--- src/rtl/inertial_sensor_intf.sv ---
// IMU sequencer: power-up delay, four configuration writes, then a four-byte
// read of pitch rate and Z acceleration on every data-ready interrupt.
module inertial_sensor_intf #(
  parameter int INIT_WAIT_W = 16
) (
  input  logic        clk,
  input  logic        rst_n,
  input  logic        INT,
  input  logic        done,
  input  logic [15:0] rd_data,
  output logic        wrt,
  output logic [15:0] cmd,
  output logic        vld,
  output logic [15:0] ptch_rt,
  output logic [15:0] AZ
);

  typedef enum logic [3:0] {
    INIT_WAIT, CFG0, CFG1, CFG2, CFG3, IDLE, RD0, RD1, RD2, RD3, VALID
  } state_t;

  localparam logic [INIT_WAIT_W-1:0] TIMER_ONE = {{(INIT_WAIT_W-1){1'b0}}, 1'b1};

  state_t                 state_reg, state_next;
  logic                   int_ff1_reg, int_s_reg;
  logic [INIT_WAIT_W-1:0] timer_reg;
  logic [7:0]             pl_reg, ph_reg, al_reg;
  logic                   wrt_reg;
  logic [15:0]            cmd_reg, ptch_reg, az_reg;
  logic                   start_next;
  logic [15:0]            cmd_next;
  logic                   done_ok;
  logic                   timer_tc;
  logic [7:0]             rd_hi_unused;

  assign rd_hi_unused = rd_data[15:8];

  // A done arriving while wrt is still high belongs to no transaction of ours.
  assign done_ok  = done & ~wrt_reg;
  assign timer_tc = &timer_reg;

  always_ff @(posedge clk or negedge rst_n) begin
    if (!rst_n) state_reg <= INIT_WAIT;
    else        state_reg <= state_next;
  end

  always_comb begin
    state_next = state_reg;
    case (state_reg)
      INIT_WAIT: if (timer_tc)  state_next = CFG0;
      CFG0:      if (done_ok)   state_next = CFG1;
      CFG1:      if (done_ok)   state_next = CFG2;
      CFG2:      if (done_ok)   state_next = CFG3;
      CFG3:      if (done_ok)   state_next = IDLE;
      IDLE:      if (int_s_reg) state_next = RD0;
      RD0:       if (done_ok)   state_next = RD1;
      RD1:       if (done_ok)   state_next = RD2;
      RD2:       if (done_ok)   state_next = RD3;
      RD3:       if (done_ok)   state_next = VALID;
      VALID:                    state_next = IDLE;
      default:                  state_next = INIT_WAIT;
    endcase
  end

  // Transaction start and its command are decided from the state being entered.
  always_comb begin
    vld        = (state_reg == VALID);
    start_next = 1'b0;
    cmd_next   = 16'h0000;
    if (state_next != state_reg) begin
      case (state_next)
        CFG0:    begin start_next = 1'b1; cmd_next = 16'h0D02; end
        CFG1:    begin start_next = 1'b1; cmd_next = 16'h1053; end
        CFG2:    begin start_next = 1'b1; cmd_next = 16'h1150; end
        CFG3:    begin start_next = 1'b1; cmd_next = 16'h1460; end
        RD0:     begin start_next = 1'b1; cmd_next = 16'hA200; end
        RD1:     begin start_next = 1'b1; cmd_next = 16'hA300; end
        RD2:     begin start_next = 1'b1; cmd_next = 16'hAC00; end
        RD3:     begin start_next = 1'b1; cmd_next = 16'hAD00; end
        default: begin start_next = 1'b0; cmd_next = 16'h0000; end
      endcase
    end
  end

  always_ff @(posedge clk or negedge rst_n) begin
    if (!rst_n) begin
      int_ff1_reg <= 1'b0;
      int_s_reg   <= 1'b0;
      timer_reg   <= '0;
      wrt_reg     <= 1'b0;
      cmd_reg     <= 16'h0000;
      pl_reg      <= 8'h00;
      ph_reg      <= 8'h00;
      al_reg      <= 8'h00;
      ptch_reg    <= 16'h0000;
      az_reg      <= 16'h0000;
    end else begin
      int_ff1_reg <= INT;
      int_s_reg   <= int_ff1_reg;
      wrt_reg     <= start_next;
      if (start_next) cmd_reg <= cmd_next;
      if (state_reg == INIT_WAIT) timer_reg <= timer_reg + TIMER_ONE;
      if (done_ok) begin
        case (state_reg)
          RD0: pl_reg <= rd_data[7:0];
          RD1: ph_reg <= rd_data[7:0];
          RD2: al_reg <= rd_data[7:0];
          // High AZ byte goes straight to the output so both words land together.
          RD3: begin
            ptch_reg <= {ph_reg, pl_reg};
            az_reg   <= {rd_data[7:0], al_reg};
          end
          default: ;
        endcase
      end
    end
  end

  assign wrt     = wrt_reg;
  assign cmd     = cmd_reg;
  assign ptch_rt = ptch_reg;
  assign AZ      = az_reg;

endmodule

--- config.mk ---
export PLATFORM = sky130hd
export DESIGN_NAME = inertial_sensor_intf
export DESIGN_NICKNAME = d
export VERILOG_FILES = /design/src/rtl/inertial_sensor_intf.sv
export SDC_FILE = /design/constraint.sdc
export NUM_CORES = 1
export LEC_CHECK = 0
export ABC_CLOCK_PERIOD_IN_PS = 3400
export CORE_UTILIZATION = 50
export DETAILED_ROUTE_END_ITERATION = 7
export MAX_ROUTING_LAYER = met4
export PLACE_DENSITY = 0.77
export SYNTH_ARGS = -nofsm -noshare
export SYNTH_HDL_FRONTEND = slang
export SYNTH_SLANG_ARGS = --single-unit
export TNS_END_PERCENT = 100
--- constraint.sdc ---
create_clock -name clk -period 3.4 [get_ports clk]
set_input_delay 0.68 -clock clk [delete_from_list [all_inputs] [get_ports clk]]
set_output_delay 0.68 -clock clk [all_outputs]
set_load 0.02 [all_outputs]
# Word level (Yosys, flattened, before mapping)
# Memory sizes are Yosys's and may differ from the RTL's.
# Index checks and enable logic that the tools add are counted.
# op_classes
add_sub_neg	1
mul	0
n_div	0
n_lt_le_gt_ge	0
n_eq_ne	11
shifts	0
n_mux	13
bitwise	2
reduce_logical	6
# op_table
cell	n
case mux 4 bit (11 select lines)	1
two-way mux 4 bit	10
adder 16 x 1 -> 16 bit, second input constant	1
== test 4 x 3 -> 1 bit, second input constant	4
two-way mux 16 bit	1
AND reduction 16 bit	1
== test 4 bit, second input constant	3
== test 4 x 2 -> 1 bit, second input constant	2
AND reduction 2 bit	4
== test 4 x 1 -> 1 bit, second input constant	1
zero test 4 bit	1
inequality test 4 bit	1
bitwise AND 1 bit	1
two-way mux 1 bit	1
inverter 1 bit	1
# word_totals
regBits	95
latch_bits	0
ram_bits	0
romBits	208
inputBits	20
out_inout_bits	50
elab_cells	45
memories	1
# mem_list
name	depth	width	read_ports	rd_ports_with_merged_regs	write_ports	line	text
(no name shown)	16	13	1	0	0	71	case (state_next)

# Depth between registers and ports, before layout
# logic_depth
word_depth	6
depth_mapped	12

# Worst setup path after synthesis
# Ideal clock, no wire load.
# synth_timing
path_kind	register to register
from	reg state_reg[0]
to	reg cmd_reg[10] (netlist: cmd[10])
setup_ps	125
t_arrival_ps	2714
required_time_ps	3275
setup_slack_ps	561
path_stages_with_launch	13
period_less_slack_ps	2839
path_cell_list	dfrtp_1 > buf_6 > nor4_4 > and4_1 > clkbuf_1 > a41oi_1 > nand2_1 > inv_1 > ha_1 > nor3_2 > o311a_4 > buf_6 > mux2_4
# synth_between
elab_chain_len	4
# synth_rtl
element	line	text
from (decl)	24	state_t state_reg, state_next;
from (signal assigned)	44	else state_reg <= state_next;
== test 4 bit (tied with other cells)	49	case (state_reg)
case mux 4 bit (11 select lines) *	49	
net state_next[0]	24	
memory (16 x 13 bit) or inequality test 4 bit (tied branches)	-	
two-way mux 1 bit *	70	if (state_next != state_reg) begin
net start_next	30	logic start_next;
to (signal assigned)	101	if (start_next) cmd_reg <= cmd_next;
to (decl)	29	logic [15:0] cmd_reg, ptch_reg, az_reg;
# Mark *: on every way through the listed nets, which the timed path passes. The rest lies on a longest branch.
# A chain may end at the register's enable or synchronous reset.

# Worst setup path after layout
# layout_timing
from	reg state_reg[0]
to	reg cmd_reg[1] (netlist: cmd[1])
# layout_between
elab_chain_len	4
# layout_rtl
element	line
== test 4 bit (tied with other cells)	49
case mux 4 bit (11 select lines) *	49
net state_next[0]	24
memory (16 x 13 bit) or inequality test 4 bit (tied branches)	-
two-way mux 16 bit or two-way mux 1 bit (tied branches)	70
# Marked as above.

==> results.yml <==
status:
  outcome: "finished, final reports clean"
sta:
  finalCriticalPeriod_ps: 2865
  setup_ws_ps: 534.7
  finalMaxSlewViolations: 0
  hold_violations: 0
  rsz0062_at_grt: "false"
  final-setup-viol-count: 0
  min_period_over_period_pct: 84.27
  finClkSkew_ps: 7.437
  fmax_ghz: 0.3490
  relSlewSlack_pct: 28.14
  worstMarginPinSlew_ps: 1078
  setup_tns_ps: 0
clocking:
  cts_tree: "built"
  cts_setup_buffers: 0
  htreeDepth: 3
  path_clk_slew_ps: 90
  post_cts_resized: 0
  cts-root-buf: "clkbuf_8"
  worstSkewPairLatency_ps: 360
  numClockSinks: 89
  hold_buffers: 0
  numCtsBuffers: 9
  clk_path_buf_depth: 2
grt:
  grt_pass1_vias: 2262
  antenna_found_initial: 0
  overflow: 0
  grt_usage_pct: 18.72
  grt_pass1_wl_mm: 10.72
  grt_max_degree: 90
pwr:
  fin_total_pwr_uw: 3530
  peakVddDrop_v: 0.0005081
  p_per_area_mw_per_mm2: 749.4
  p_leak_uw: 0.002224
setup_path:
  worstSetupStartpointType: "flop"
  critPathArrivalTime_ps: 3110
  crit_required_ps: 3640
  cp_max_fo: 11
  timing.rr.start: "state_reg[0]"
  r2r-end: "cmd[1]"
  end_kind: "flop"
  r2r_cells: 9
  critical_path_class: "flop to flop"
  r2r_slack_ps: 530
  startpoint: "state_reg[0]"
yosys:
  muxShareOfSynthArea_pct: 20.37
  yosys-top-cells-area: "dfrtp_1 58%, mux2_2 17%, xnor2_1 3.0%"
  yosys.area.top_type_share_pct: 58.28
  synth_top_cell_by_area: "dfrtp_1"
  ys_types: 42
  synth-simple-area-share_pct: 8.153
  synth.avg_cell_area_um2: 13.75
  synth_cells: 278
  synth_seq_cells: 89
  yosys.area_share.adder_pct: 2.292
  yosysSeqAreaShare_pct: 58.28
  synth_compound_area_share_pct: 3.536
  synth_xor_area_share_pct: 3.438
  yosys_warnings: 0
  synth_top_family_by_area: "multiplexers"
  netlist_area_mm2: 0.003821
cells_and_area:
  drive_gt1_share_pct: 26.90
  multi_input_area_mm2: 0.001459
  area_growth_pct: 23.28
  final_util_pct: 64.26
  diodes: 0
  nNetsFinal: 364
  fill_cells: 549
  regArea_mm2: 0.002227
routing:
  wl_per_cell_um: 14.89
  drcViolationCount: 0
  final_antenna_net_count: 0
  wl_mm: 6.565
  avgViaCountPerCell: 5.141
  num_vias: 2267
  drtIter0Drc: 64
  dr.pass1.iters: 4
place:
  port_buffers: 57
  gp_congestion: 0.8034
  pre_cts_ws_ps: 190.8
  dp_hpwl_mm: 4.358
hold_path:
  hold_class: "flop to flop"
  min-delay-start: "int_ff1_reg"
  hold_end: "int_s_reg"
  worstHoldPathCells: 0
die:
  io_pins: 70
  fp-row-count: 31
  start_util_pct: 52.12
  die_w_um: 89.42
  die-area_mm2: 0.007996
  core_mm2: 0.007331
  die_y_um: 89.42
flow_run:
  maxCapViolCount: 0
-- how the worst max path moves through the flow --
stage                    to  slack (ps)  cells after the start
floorplan           cmd[10]         560                     12
global placement     cmd[1]         200                     10
detailed placement   cmd[1]         190                     10
CTS                  cmd[1]         520                      9
global route         cmd[1]         320                      9
finish               cmd[1]         530                      9
-- cell usage in the layout, fill, tap and decap left out, drive strengths merged, types with 2 or more instances in the layout --
| cell type | instances |
|---|---|
| nor3 | 3 |
| a21oi | 7 |
| xor2 | 2 |
| inv | 11 |
| bufinv | 3 |
| and3 | 6 |
| and4 | 2 |
| clkdlybuf4s50 | 56 |
| buf | 6 |
| ha | 7 |
| nor2 | 6 |
| mux2 | 63 |
| and2 | 2 |
| mux2i | 5 |
| conb | 4 |
| nor2b | 4 |
| nand2b | 2 |
| clkinv | 2 |
| clkbuf | 9 |
| xnor2 | 13 |
| dfrtp | 89 |
| nand4 | 3 |
| nand3 | 3 |
| or2 | 3 |
| o21ai | 3 |
| nand2 | 15 |
-- metal layers --
| layer | global-route usage [%] | wire length, µm | vias up |
|---|---|---|---|
| met3 | 2.770 | 151 | 10 |
| met4 | 9.524 | 123 | 0 |
| met5 | - | 0 | - |
| met2 | 28.59 | 3157 | 37 |
| met1 | 24.45 | 3133 | 1149 |
| li1 | - | - | 1071 |
-- per-stage QoR --
step	area, µm²	cells	hold WS, ps
2_1_floorplan	3832	281	331.2
3_3_place_gp	4449	425	334.2
3_5_place_dp	4449	425	337.1
4_1_cts	4711	441	368.1
5_1_grt	4711	441	373.3
6_report	4711	441	361.9
-- cell usage after synthesis, drive strengths merged --
master and count:
o221a 1, nor2b 4, ha 7, mux2 63, o311a 1, and2 2
o211ai 1, conb 1, dfrtp 89, nor3b 1, nand2 15, and3 6
nor3 3, buf 15, xnor2 13, a21o 1, and3b 1, nand4 3
a31oi 1, xor2 2, a21oi 7, inv 9, nand2b 2, or2 3
o2bb2ai 1, a41oi 1, nor4 1, o21ai 3, mux2i 5, and2b 1
clkbuf 2, and4 2, or4b 1, nand3 3, a22o 1, nor2 6
-- final cells by class --
type,instances,share of cell area (%)
timing repair buffer,62,12.86
clock buffer,9,2.629
tap,99,2.629
sequential,89,47.28
clock inverter,7,2.922
inverter,9,0.7171
multi-input combinational,166,30.97
-- cell families (layout without fill, tap and decap cells) --
group,Yosys count,count (layout)
AO/OA/AOI/OAI,18,18
XOR/XNOR,15,15
adder cells (fa/ha/maj),7,7
buffers and inverters,26,87
flip-flops,89,89
multiplexers,68,68
other,1,4
AND/OR/NAND/NOR,54,54
-- worst max-delay path, stage by stage (launching register included) --
cell and delay [ps]:
dfrtp_1 510, nor4_4 320, and4_1 330, a41oi_1 180, nand2_1 220, inv_1 120
ha_1 220, nor3_2 190, o311a_4 310, mux2_2 350
-- where the power goes --
| part | total [µW] | switching (µW) | internal, µW | leakage (µW) |
|---|---|---|---|---|
| clock network | 906 | 401 | 506 | 0.000130 |
| registers | 1450 | 164 | 1290 | 0.00118 |
| logic | 1170 | 566 | 607 | 0.000911 |
(Power assumes the default switching activity.)
